<file path="src/rtl/display7seg_reader.sv">
// Samples a multiplexed active-low 4-digit 7-segment bus, waits for each
// (an, segment) pair to settle, and decodes it into per-digit hex values.
module display7seg_reader #(
  parameter int unsigned STABLE_CYCLES = 4
) (
  input  logic        clk,
  input  logic        rst_n,
  input  logic        a,
  input  logic        b,
  input  logic        c,
  input  logic        d,
  input  logic        e,
  input  logic        f,
  input  logic        g,
  input  logic [3:0]  an,
  output logic [15:0] digits,
  output logic [3:0]  digit_valid,
  output logic        err,
  output logic        frame_valid
);

  typedef enum logic [1:0] {WAIT, COUNT, HELD} state_t;

  state_t      state, state_nx;
  logic [10:0] samp, prev;
  logic [7:0]  cnt, cnt_nx;
  logic [3:0]  mask;
  logic [3:0]  sel;
  logic        same, onehot, capture;
  logic [3:0]  dec_val;
  logic        dec_ok, blank;

  assign same = (samp == prev);
  assign sel  = ~samp[10:7];

  always_comb begin
    onehot = 1'b0;
    case (samp[10:7])
      4'b1110, 4'b1101, 4'b1011, 4'b0111: onehot = 1'b1;
      default:                            onehot = 1'b0;
    endcase
  end

  always_comb begin
    dec_val = 4'h0;
    dec_ok  = 1'b1;
    blank   = 1'b0;
    case (samp[6:0])
      7'b0000001: dec_val = 4'h0;
      7'b1001111: dec_val = 4'h1;
      7'b0010010: dec_val = 4'h2;
      7'b0000110: dec_val = 4'h3;
      7'b1001100: dec_val = 4'h4;
      7'b0100100: dec_val = 4'h5;
      7'b0100000: dec_val = 4'h6;
      7'b0001111: dec_val = 4'h7;
      7'b0000000: dec_val = 4'h8;
      7'b0000100: dec_val = 4'h9;
      7'b0001000: dec_val = 4'hA;
      7'b1100000: dec_val = 4'hB;
      7'b0110001: dec_val = 4'hC;
      7'b1000010: dec_val = 4'hD;
      7'b0110000: dec_val = 4'hE;
      7'b0111000: dec_val = 4'hF;
      7'b1111111: begin dec_ok = 1'b0; blank = 1'b1; end
      default:    dec_ok = 1'b0;
    endcase
  end

  // cnt counts cycles the current sample has been seen; the capture edge is
  // the one on which it would reach STABLE_CYCLES.
  always_comb begin
    state_nx = state;
    cnt_nx   = cnt;
    capture  = 1'b0;
    case (state)
      WAIT: begin
        if (onehot) begin
          state_nx = COUNT;
          cnt_nx   = 8'd1;
        end else begin
          cnt_nx   = '0;
        end
      end
      COUNT, HELD: begin
        if (!same) begin
          if (onehot) begin
            state_nx = COUNT;
            cnt_nx   = 8'd1;
          end else begin
            state_nx = WAIT;
            cnt_nx   = '0;
          end
        end else if (state == COUNT) begin
          cnt_nx = cnt + 8'd1;
          if ({1'b0, cnt} + 9'd1 >= 9'(STABLE_CYCLES)) begin
            capture  = 1'b1;
            state_nx = HELD;
          end
        end
      end
      default: begin
        state_nx = WAIT;
        cnt_nx   = '0;
      end
    endcase
  end

  always_ff @(posedge clk) begin
    if (!rst_n) begin
      samp        <= '1;
      prev        <= '1;
      state       <= WAIT;
      cnt         <= '0;
      mask        <= '0;
      digits      <= '0;
      digit_valid <= '0;
      err         <= 1'b0;
      frame_valid <= 1'b0;
    end else begin
      samp        <= {an, a, b, c, d, e, f, g};
      prev        <= samp;
      state       <= state_nx;
      cnt         <= cnt_nx;
      err         <= 1'b0;
      frame_valid <= 1'b0;
      if (capture) begin
        if (dec_ok) begin
          digit_valid <= digit_valid | sel;
          for (int unsigned i = 0; i < 4; i++)
            if (sel[i]) digits[4*i +: 4] <= dec_val;
        end else begin
          digit_valid <= digit_valid & ~sel;
          err         <= ~blank;
        end
        if ((mask | sel) == 4'b1111) begin
          frame_valid <= 1'b1;
          mask        <= '0;
        end else begin
          mask        <= mask | sel;
        end
      end
    end
  end

endmodule

</file>
<file path="config.mk">
export PLATFORM = sky130hd
export DESIGN_NAME = display7seg_reader
export DESIGN_NICKNAME = d
export VERILOG_FILES = /design/src/rtl/display7seg_reader.sv
export SDC_FILE = /design/constraint.sdc
export NUM_CORES = 1
export LEC_CHECK = 0
export ABC_AREA = 1
export CAP_MARGIN = 20
export CORE_MARGIN = 3
export CORE_UTILIZATION = 38
export DETAILED_ROUTE_END_ITERATION = 12
export GPL_ROUTABILITY_DRIVEN = 1
export PLACE_DENSITY = 0.56
export SYNTH_ARGS = -nofsm -noshare
export SYNTH_HDL_FRONTEND = slang
export SYNTH_SLANG_ARGS = --single-unit
</file>
<file path="constraint.sdc">
create_clock -name clk -period 2.3 [get_ports clk]
set_input_delay 0.69 -clock clk [delete_from_list [all_inputs] [get_ports clk]]
set_output_delay 0.69 -clock clk [all_outputs]
set_load 0.005 [all_outputs]
</file>
-- Word level (Yosys, flattened, before mapping)
Cells that the tools add are included.
- register bits: 58
- input bits: 13
- $add $sub $neg: 2
- $lt $le $gt $ge: 1
- equal/unequal tests: 27
- muxes and demuxes: 21
- bitwise logic cells: 8
- reductions and logical operators: 12
- operator list (operator ; count):
    4-bit one-hot mux with 15 select lines ; 1
    7-bit by 6-bit equality test with 1-bit output (second input constant) ; 5
    7-bit equality test (second input constant) ; 5
    4-bit equality test (second input constant) ; 4
    8-bit two-way mux ; 2
    8-bit one-hot mux with 2 select lines ; 1
    16-bit OR reduction ; 1
    3-bit AND reduction ; 5
    7-bit by 3-bit equality test with 1-bit output (second input constant) ; 2
    7-bit by 4-bit equality test with 1-bit output (second input constant) ; 2
    11-bit equality test ; 1
    1-bit two-way mux ; 10
    8-bit by 1-bit adder with 9-bit output (second input constant) ; 1
    9-bit by 3-bit greater-or-equal comparator with 1-bit output (second input constant) ; 1
    8-bit by 1-bit adder with 8-bit output (second input constant) ; 1
    2-bit two-way mux ; 4
    4-bit two-way mux ; 2
    4-bit NOT ; 2
    4-bit OR ; 2
    7-bit by 1-bit equality test with 1-bit output (second input constant) ; 1
    7-bit by 5-bit equality test with 1-bit output (second input constant) ; 1
    7-bit zero test ; 1
    3-bit inequality test (second input constant) ; 2
    4-bit AND ; 1
    11 further kinds ; 13

-- Logic depth before layout (Yosys ltp)
Gate-level depths: netlist (run 1).
- depth in word-level cells: 8
- gate-level depth with buffers: 15

-- Worst setup path after synthesis (run 1)
OpenSTA, ideal clock, no wires.
- path kind: register -> register
- start point: register cnt[0]
- end point: register with a tool-made name
- data arrival time: 1.609 ns
- required time: 2.230 ns
- setup slack: 0.620 ns
- stages on the path, launching flop included: 15
- path buffers: 1
- path through: dfxtp_1 ha_1 nand2_1 inv_2 nor2_1 nor2_1 nand2_1 nor2_4 nand2_8 inv_4 nor2_4 buf_6 nand2_2 nand2_1 a21oi_1
- RTL lines (item ; RTL line ; text):
    start: declaration ; 26 ; logic [7:0] cnt, cnt_nx;
    start signal: assignment ; 124 ; cnt <= cnt_nx;

==> flow_metrics.env, run 1 <==
export IMPL_intPower_uw=1960
export IMPL_ys_ff_latch=58
export IMPL_required_ns=2.57
export IMPL_syn_num_nets=460
export IMPL_drtIter0Drc=85
export IMPL_drc=0
export IMPL_period_minus_slack_ns=1.94
export IMPL_synth_async_sr_flop_share_pct=0
export IMPL_grt_pass1_wl_microns=12400
export IMPL_cp_max_fo=20
export IMPL_setup_violations=0
export IMPL_cts_tree="yes"
export IMPL_place_gp_congestion=0.870
export IMPL_viasPerCell=4.67
export IMPL_fillers=801
export IMPL_relSlewSlack_pct=50.4
export IMPL_grt_usage_pct=16.0
export IMPL_synth_cells=442
export IMPL_synth_top_flop_cell="dfxtp_1"
export IMPL_nets=497
export IMPL_maxCapViolCount=0
export IMPL_initial_core_util_pct=39.8
export IMPL_synth_edf_count=0
export IMPL_dr_pass1_iters=4
export IMPL_clockBufferDepth=2
export IMPL_p_leak_uw=0.00180
export IMPL_via_count=2736
export IMPL_post_cts_setup_buffers=0
export IMPL_synthAdderAreaFrac_pct=2.00
export IMPL_p_sw_uw=572
export IMPL_hold_slack_ns=0.460
export IMPL_holdBufCountCts=0
export IMPL_synthSimpleGateAreaFrac_pct=42.8
export IMPL_fmax_mhz=516
export IMPL_wl_met2_microns=3210
export IMPL_ios=35
export IMPL_finish_utilization_pct=48.7
export IMPL_syn2layout_area_growth_pct=22.5
export IMPL_hold_viol_final=0
export IMPL_die_h_microns=96.7
export IMPL_grt_pass1_vias=2633
export IMPL_status="finished clean"
export IMPL_synth_distinct_cells=35
export IMPL_pwr_share_comb_pct=7.9
export IMPL_rows=32
export IMPL_crit_path_start_kind="flip-flop"
export IMPL_clock_skew_final_ns=0.0104
export IMPL_worst_slew_pin_slew_ns=0.743
export IMPL_rsz0062_at_grt="false"
export IMPL_numCtsBuffers=9
export IMPL_critPathLaunch="cnt[0]$_SDFFE_PN0P_"
export IMPL_synth_compound_area_share_pct=5.97
export IMPL_synth_xor_area_share_pct=2.20
export IMPL_wl_microns=7120
export IMPL_synth_area_sq_mm=0.00312
export IMPL_overflow=0
export IMPL_dp_cells=570
export IMPL_drive_above_1_share_pct=16.3
export IMPL_arrival_ns=2.20
export IMPL_crit_type="reg -> reg"
export IMPL_instances_no_fill=586
export IMPL_synth_top_family_by_area="simple AND/OR/NAND/NOR gates"
export IMPL_grt_max_degree=26
export IMPL_end_kind="flip-flop"
export IMPL_maxUsedRoutingLayer="met4"
export IMPL_root_buffer="clkbuf_8"
export IMPL_clk_pin_slew_worst_paths_ns=0.07
export IMPL_core_sq_mm=0.00785
export IMPL_sw_frac_of_total_pct=22.6
export IMPL_ys_seq_area_share_pct=37.2
export IMPL_cts_resized=0
export IMPL_rrSetupSlack_ns=0.36
export IMPL_fp_dieArea_sq_mm=0.00934
export IMPL_yosysWarnings=0
export IMPL_route_met3_wl_microns=238
export IMPL_numPortBuffers=34
export IMPL_seq_power_share_pct=41.7
export IMPL_p_clk_share_pct=50.3
export IMPL_fin_crit_sh_pct=84.3
export IMPL_muxShareOfSynthArea_pct=0
export IMPL_worst_hold_path_type="reg -> reg"
export IMPL_finalMaxSlewViolations=0
export IMPL_powerDensity_mw_per_mm2=663
export IMPL_ant_nets=0
export IMPL_r2r_start="cnt[0]$_SDFFE_PN0P_"
export IMPL_met1Wirelength_microns=3580
export IMPL_die_w_microns=96.7
export IMPL_clock_sinks=58
export IMPL_clk_latency_ns=0.33
export IMPL_h_tree_depth=3
export IMPL_antenna_found_initial=0
export IMPL_setup_tns_ns=0
export IMPL_max_vdd_ir_drop_mv=0.376
export IMPL_routedWlPerCell_microns=12.1
export IMPL_dp_hpwl_microns=5040
export IMPL_r2r_cells=14
export IMPL_postSynthAreaPerCell_sq_um=7.07
export IMPL_n_antenna_cell=0
cells in the mapped netlist, drive strengths merged, types with 2 or more instances:
cell type / count / area [sq um]
ha: 5 / 62.6
nand2: 144 / 599
nor2: 68 / 339
clkbuf: 6 / 22.5
a21oi: 23 / 123
inv: 63 / 239
nand3: 22 / 125
o21ai: 4 / 20.0
dfxtp: 58 / 1160
xor2: 3 / 33.8
xnor2: 4 / 35.0
nand4: 19 / 200
buf: 5 / 45.0
or2: 11 / 68.8
o22ai: 2 / 12.5
power by group through the flow:
stage,Combinational [uW],Sequential (uW),Clock (uW)
floorplan,155,1070,0
CTS,203,1060,1300
global route,228,1060,1350
finish,201,1060,1280
detailed placement,202,1080,0
global placement,200,1080,0
worst min path at each step:
stage | startpoint | to | slack [ns] | cells after the start
2_1_floorplan | mask[3]$_SDFFE_PN0N_ | mask[3]$_SDFFE_PN0N_ | 0.44 | 2
3_3_place_gp | mask[1]$_SDFFE_PN0N_ | mask[1]$_SDFFE_PN0N_ | 0.45 | 2
3_5_place_dp | mask[3]$_SDFFE_PN0N_ | mask[3]$_SDFFE_PN0N_ | 0.45 | 2
4_1_cts | mask[3]$_SDFFE_PN0N_ | mask[3]$_SDFFE_PN0N_ | 0.46 | 2
5_1_grt | digits[1]$_SDFFE_PN0P_ | digits[1]$_SDFFE_PN0P_ | 0.49 | 2
6_report | mask[3]$_SDFFE_PN0N_ | mask[3]$_SDFFE_PN0N_ | 0.46 | 2
metrics by stage:
step | worst slack (ns) | total power, uW | area, sq um
2_1_floorplan | 0.620 | 1230 | 3120
3_5_place_dp | 0.132 | 1280 | 3560
5_1_grt | 0.123 | 2640 | 3820
6_report | 0.362 | 2540 | 3820
4_1_cts | 0.335 | 2560 | 3820
3_3_place_gp | 0.172 | 1280 | 3560
cell families after synthesis:
group | count (synthesis)
AO/OA/AOI/OAI | 33
flip-flops | 58
XOR/XNOR | 7
buffers and inverters | 74
adder cells (fa/ha/maj) | 5
AND/OR/NAND/NOR | 265
flip-flops by register name (all words and copies together) (netlist names), named ones only:
| name | flops |
|---|---|
| cnt | 8 |
| digits | 16 |
| err | 1 |
| frame_valid | 1 |
| mask | 4 |
| prev | 11 |
| samp | 11 |
| state | 2 |
area by class of cell:
cell class                 instances  area (sq um)  area share (%)
clock buffer                      11           141            3.70
clock inverter                     5           125            3.27
inverter                          63           239            6.25
multi-input combinational        310          1660            43.3
sequential                        58          1160            30.4
tap                              102           128            3.34
timing repair buffer              37           375            9.81
critical path, stage by stage, from the launching register on:
cell and delay (ns):
dfxtp_1 0.41, ha_1 0.26, nand3_1 0.10, nand2_1 0.07, nand2_1 0.07, nor2_1 0.09, nand2_1 0.09, nor2_4 0.15
nand2_8 0.11, inv_4 0.07, nor2_4 0.03, buf_12 0.15, nand2_2 0.09, nand2_1 0.06, a21oi_1 0.11
cell usage in the layout, fill, tap and decap left out:
master / netlist / layout
nand2_1: 134 / 134
dfxtp_1: 58 / 58
nor2_1: 52 / 52
inv_1: 51 / 51
clkdlybuf4s50_1: 0 / 34
a21oi_1: 21 / 21
nand3_1: 19 / 19
nand4_1: 13 / 13
inv_2: 11 / 11
or2_2: 11 / 11
clkbuf_8: 0 / 10
nor2_2: 9 / 9
nor2_4: 6 / 6
nand4_4: 5 / 5
nand2_2: 5 / 5
ha_1: 5 / 5
xnor2_1: 4 / 4
nand2_4: 4 / 4
o21ai_0: 4 / 4
bufinv_16: 0 / 4
nand3_2: 3 / 3
xor2_1: 2 / 2
o22ai_1: 2 / 2
a21oi_2: 2 / 2
buf_4: 1 / 2
xor2_2: 1 / 1
nor2_8: 1 / 1
o21bai_1: 1 / 1
nand2_8: 1 / 1
inv_4: 1 / 1
a221oi_1: 1 / 1
nand4_2: 1 / 1
o21a_1: 1 / 1
o31ai_1: 1 / 1
nor3_1: 1 / 1
clkinv_2: 0 / 1
clkbuf_1: 6 / 1
buf_12: 0 / 1
metal layers:
layer	track usage, %	vias to the layer above
met1	21.8	1238
met5	0	-
met3	4.25	8
met2	24.9	46
li1	-	1444
met4	4.64	0
No activity file was read; power rests on OpenSTA's default activity.
==> run 2, diff against run 1 <==
--- a/config.mk
+++ b/config.mk
@@ -11,7 +11,7 @@
 export CORE_UTILIZATION = 38
 export DETAILED_ROUTE_END_ITERATION = 12
 export GPL_ROUTABILITY_DRIVEN = 1
-export PLACE_DENSITY = 0.56
+export PLACE_DENSITY = 0.58
 export SYNTH_ARGS = -nofsm -noshare
 export SYNTH_HDL_FRONTEND = slang
 export SYNTH_SLANG_ARGS = --single-unit
==> constraint.sdc (replaced) <==
create_clock -name clk -period 1.55 [get_ports clk]
set_input_delay 0.465 -clock clk [delete_from_list [all_inputs] [get_ports clk]]
set_output_delay 0.465 -clock clk [all_outputs]
set_load 0.005 [all_outputs]
==> flow_metrics.env, run 2 (synthesized netlist as in run 1, its figures left out) <==
export IMPL_status="finished, violations left"
export IMPL_violations="setup timing"
export IMPL_worst_slew_pin_slew_ns=0.408
export IMPL_h_tree_depth=3
export IMPL_hold_viol_final=0
export IMPL_drc=0
export IMPL_fp_dieArea_sq_mm=0.00934
export IMPL_arrival_ns=1.97
export IMPL_powerDensity_mw_per_mm2=725
export IMPL_n_antenna_cell=0
export IMPL_worstHoldStart="mask[2]$_SDFFE_PN0N_"
export IMPL_core_sq_mm=0.00785
export IMPL_crit_type="reg -> reg"
export IMPL_required_ns=1.79
export IMPL_crit_path_start_kind="flip-flop"
export IMPL_cp_slowest_cell="dfxtp_4"
export IMPL_r2r_start="cnt[1]$_SDFFE_PN0P_"
export IMPL_period_minus_slack_ns=1.73
export IMPL_rsz0062_at_grt="true"
export IMPL_layout_commonest_cell="nand2_1"
export IMPL_setup_ws_ns=-0.179
export IMPL_syn2layout_area_growth_pct=59.6
export IMPL_dr_pass1_iters=4
export IMPL_dp_hpwl_microns=5550
export IMPL_clk_pin_slew_worst_paths_ns=0.08
export IMPL_path_delay_family="simple AND/OR/NAND/NOR gates"
export IMPL_via_count=3134
export IMPL_die_h_microns=96.7
export IMPL_clockBufferDepth=2
export IMPL_clock_skew_final_ns=0.0148
export IMPL_grt_max_degree=21
export IMPL_clock_sinks=58
export IMPL_largest_reg_flops=16
export IMPL_clk_latency_ns=0.35
export IMPL_cpPeakStageDelay_ns=0.39
export IMPL_viasPerCell=4.69
export IMPL_place_gp_congestion=0.837
export IMPL_root_buffer="clkbuf_8"
export IMPL_fin_crit_sh_pct=112
export IMPL_overflow=0
export IMPL_numPortBuffers=34
export IMPL_drtIter0Drc=128
export IMPL_finalMaxSlewViolations=0
export IMPL_grt_pass1_wl_microns=13900
export IMPL_worst_hold_path_type="reg -> reg"
export IMPL_ios=35
export IMPL_max_vdd_ir_drop_mv=0.493
export IMPL_final_cell_mix="nand2_1, buf_4, inv_1"
export IMPL_cp_max_fo=13
export IMPL_grt_usage_pct=17.9
export IMPL_initial_core_util_pct=39.8
export IMPL_nets=579
export IMPL_maxCapViolCount=0
export IMPL_numCtsBuffers=9
export IMPL_antenna_found_initial=0
export IMPL_drive_above_1_share_pct=48.1
export IMPL_crit_chain="ha_4 > nand3_2 > nand2_2 > nand2_2 > nor2_1 > nand2_1 > nor2_4 > nand2_8 > inv_4 > nor2_4 > buf_12 > buf_12 > nand3_2 > a21oi_2"
export IMPL_top_regs="digits x16, prev x11, samp x11"
export IMPL_fmax_mhz=578
export IMPL_routedWlPerCell_microns=12.8
export IMPL_end_kind="flip-flop"
export IMPL_setup_violations=36
export IMPL_ant_nets=0
export IMPL_grt_pass1_vias=3015
export IMPL_instances_no_fill=668
export IMPL_wl_microns=8570
export IMPL_cts_tree="yes"
export IMPL_pre_cts_ws_ns=-0.252
export IMPL_rows=32
export IMPL_dp_cells=632
export IMPL_die_w_microns=96.7
export IMPL_top_register="digits"
export IMPL_p_leak_uw=0.00240
export IMPL_critPathLaunch="cnt[1]$_SDFFE_PN0P_"
export IMPL_path_buf_inv=3
export IMPL_relSlewSlack_pct=72.8
==> run 2: cell count changes in the layout (fill, tap and decap cells not counted), moves of 12 or more <==
cell and change:
a21oi_1 -14, a21oi_2 +14, buf_4 +62, buf_6 +15, clkdlybuf4s50_1 -22, dfxtp_1 -24, dfxtp_2 +15, dlygate4sd2_1 +22
nand2_1 -26, nand2_2 +20, nand3_1 -12, nor2_1 -24, nor2_4 +16
==> run 2: tightest hold or removal path: cells and delay by family, from the launching register on <==
family / cells / cell delay [ns]
compound gates: 1 / 0.05
flops: 1 / 0.31
buf+inv: 1 / 0.07
==> run 2: stage by stage <==
step	utilization, %	setup TNS, ns	area [sq um]	total power [uW]	hold slack [ns]
after CTS	59.0	-3.54	4630	3610	0.460
after floorplan	-	-0.351	3180	1830	0.435
final	63.5	-4.03	4980	3610	0.468
after global placement	52.7	-5.84	4130	2010	0.450
after detailed placement	52.7	-6.14	4130	2010	0.452
after global routing	63.5	-7.83	4980	3760	0.492
==> run 2: final cells by class <==
class / count / area, sq um
Clock inverter: 6 / 71.3
Inverter: 63 / 254
Clock buffer: 10 / 149
Multi-Input combinational cell: 311 / 2110
Timing Repair Buffer: 118 / 1060
Fill cell: 667 / 2860
Sequential cell: 58 / 1210
Tap cell: 102 / 128
==> run 2: layer usage <==
metal  GRT usage (%)  wire, microns  vias up
li1                -              -     1611
met1            22.7           3840     1440
met2            29.0           4130       61
met3            4.90            353       22
met4            6.48            238        0
met5               0              0        -
==> run 2: final timing paths <==
path | endpoint | slack (ns) | cells past startpoint
worst max-delay path | digits[5]$_SDFFE_PN0P_ | -0.18 | 14
worst min-delay path | mask[2]$_SDFFE_PN0N_ | 0.47 | 2
worst max register to register | digits[5]$_SDFFE_PN0P_ | -0.18 | 14
worst min register to register | mask[2]$_SDFFE_PN0N_ | 0.47 | 2
==> run 2: timing repair <==
action / in CTS / in global routing
cloned: 1 / 0
pin swaps: 30 / 46
endpoints found under the setup margin: 58 / 36
buffers inserted: 12 / 8
gates resized for setup: 93 / 84
hold buffers: 0 / 0
hold endpoints to repair: 0 / 0
==> run 2: power by group <==
group          internal, uW  switching [uW]  leakage (uW)
logic                   236             271       0.00182
clock network           850             698      0.000104
registers              1520            38.3      0.000479
total                  2610            1010       0.00240
==> run 3, diff against run 2 <==
--- a/config.mk
+++ b/config.mk
@@ -8,10 +8,10 @@
 export ABC_AREA = 1
 export CAP_MARGIN = 20
 export CORE_MARGIN = 3
-export CORE_UTILIZATION = 38
+export CORE_UTILIZATION = 51
 export DETAILED_ROUTE_END_ITERATION = 12
 export GPL_ROUTABILITY_DRIVEN = 1
-export PLACE_DENSITY = 0.58
+export PLACE_DENSITY = 0.74
 export SYNTH_ARGS = -nofsm -noshare
 export SYNTH_HDL_FRONTEND = slang
 export SYNTH_SLANG_ARGS = --single-unit
==> flow_metrics.env, run 3 (synthesized netlist as in run 1, its figures left out) <==
export IMPL_die_w_microns=84.3
export IMPL_antenna_found_initial=0
export IMPL_violations="setup timing"
export IMPL_design_area_sq_mm=0.00460
export IMPL_clockBufferDepth=2
export IMPL_rows=27
export IMPL_path_buf_inv=2
export IMPL_fin_crit_sh_pct=116
export IMPL_powerDensity_mw_per_mm2=765
export IMPL_maxCapViolCount=0
export IMPL_top_regs="digits x16, prev x11, samp x11"
export IMPL_cpPeakStageDelay_ns=0.37
export IMPL_place_gp_congestion=0.892
export IMPL_arrival_ns=2.06
export IMPL_dp_hpwl_microns=5460
export IMPL_hold_slack_ns=0.464
export IMPL_worst_hold_path_type="reg -> reg"
export IMPL_crit_chain="ha_4 > nand3_2 > nand2_2 > nand2_2 > nor2_1 > nand2_1 > nor2_4 > nand2_8 > inv_8 > nor2_4 > buf_12 > nand2_4 > nand2_4 > a21oi_2"
export IMPL_numPortBuffers=34
export IMPL_cts_tree="yes"
export IMPL_cp_max_fo=5
export IMPL_setup_tns_ns=-5.85
export IMPL_clk_latency_ns=0.33
export IMPL_p_leak_uw=0.00228
export IMPL_place_area_sq_mm=0.00397
export IMPL_core_sq_mm=0.00571
export IMPL_crit_path_start_kind="flip-flop"
export IMPL_nets=562
export IMPL_relSlewSlack_pct=70.1
export IMPL_path_delay_family="simple AND/OR/NAND/NOR gates"
export IMPL_drtIter0Drc=133
export IMPL_syn2layout_area_growth_pct=47.2
export IMPL_dp_cells=590
export IMPL_grt_pass1_wl_microns=14200
export IMPL_hold_viol_final=0
export IMPL_drc=0
export IMPL_top_register="digits"
export IMPL_clk_pin_slew_worst_paths_ns=0.07
export IMPL_die_h_microns=84.3
export IMPL_largest_reg_flops=16
export IMPL_setup_violations=36
export IMPL_fp_dieArea_sq_mm=0.00710
export IMPL_routedWlPerCell_microns=14.0
export IMPL_ant_nets=0
export IMPL_clock_skew_final_ns=0.00874
export IMPL_rsz0062_at_grt="true"
export IMPL_initial_core_util_pct=54.7
export IMPL_grt_usage_pct=24.6
export IMPL_root_buffer="clkbuf_8"
export IMPL_end_kind="flip-flop"
export IMPL_grt_max_degree=26
export IMPL_numCtsBuffers=9
export IMPL_wl_microns=8700
export IMPL_finalMaxSlewViolations=0
export IMPL_grt_pass1_vias=3149
export IMPL_via_count=3180
export IMPL_drive_above_1_share_pct=42.4
export IMPL_dr_pass1_iters=4
export IMPL_max_vdd_ir_drop_mv=0.569
export IMPL_viasPerCell=5.12
export IMPL_period_minus_slack_ns=1.79
export IMPL_setup_ws_ns=-0.244
export IMPL_required_ns=1.82
export IMPL_n_antenna_cell=0
export IMPL_layout_commonest_cell="nand2_1"
export IMPL_holdBufCountCts=0
export IMPL_final_cell_mix="nand2_1, buf_4, inv_1"
export IMPL_status="finished, violations left"
export IMPL_worst_slew_pin_slew_ns=0.449
export IMPL_clock_sinks=58
export IMPL_crit_type="reg -> reg"
export IMPL_overflow=0
export IMPL_cp_slowest_cell="dfxtp_4"
export IMPL_instances_no_fill=621
export IMPL_ios=35
export IMPL_fmax_mhz=557
export IMPL_h_tree_depth=3
==> run 3: cell count changes in the layout (fill, tap and decap cells not counted), sizes merged <==
cell	previous run	this run
clkinvlp	2	0
clkbuf	10	12
inv	64	63
nor2	68	70
buf	84	64
clkinv	2	4
==> run 3: area by class of cell <==
| class | count | area (sq um) |
|---|---|---|
| Inverter | 63 | 244 |
| Clock inverter | 5 | 50.0 |
| Fill cell | 371 | 1110 |
| Multi-Input combinational cell | 313 | 1980 |
| Tap cell | 72 | 90.1 |
| Timing Repair Buffer | 99 | 873 |
| Sequential cell | 58 | 1200 |
| Clock buffer | 11 | 163 |
==> run 3: path summary, 6_finish.rpt <==
kind | start | to | slack, ns | cells after the start
max reg2reg | cnt[0]$_SDFFE_PN0P_ | mask[2]$_SDFFE_PN0N_ | -0.24 | 14
min reg2reg | digits[4]$_SDFFE_PN0P_ | digits[4]$_SDFFE_PN0P_ | 0.46 | 2
min | digits[4]$_SDFFE_PN0P_ | digits[4]$_SDFFE_PN0P_ | 0.46 | 2
max | cnt[0]$_SDFFE_PN0P_ | mask[2]$_SDFFE_PN0N_ | -0.24 | 14
==> run 3: power breakdown <==
part           internal (uW)  switching, uW
logic                    205            264
clock network            872            614
registers               1520           36.5
==> run 3: metrics by stage <==
stage               power, uW  setup WS (ns)  utilization, %
detailed placement       1980         -0.258            69.5
finish                   3520         -0.244            80.5
global route             3650         -0.356            80.5
global placement         1970         -0.237            69.5
CTS                      3500         -0.193            77.3
floorplan                1830        -0.0404               -
==> run 3: routing by layer <==
metal	vias up	track usage (%)	wire [microns]
li1	1580	-	-
met1	1488	28.7	3830
met2	85	43.0	4220
met3	27	4.91	402
met4	0	11.5	251
met5	-	0	0
==> run 3: worst register-to-register path, cell delays in order (launching register included) <==
cell     delay [ns]
dfxtp_4        0.37
ha_4           0.15
nand3_2        0.08
nand2_2        0.07
nand2_2        0.05
nor2_1         0.11
nand2_1        0.10
nor2_4         0.18
nand2_8        0.09
inv_8          0.08
nor2_4         0.05
buf_12         0.15
nand2_4        0.06
nand2_4        0.07
a21oi_2        0.13
==> run 3: what timing repair did <==
item                                    4_1_cts  5_1_grt
cloned                                        1        3
endpoints found under the setup margin       58       36
resized for setup                            80       48
endpoints found under the hold margin         0        0
pin swaps                                    29       31
buffers inserted                             10        3
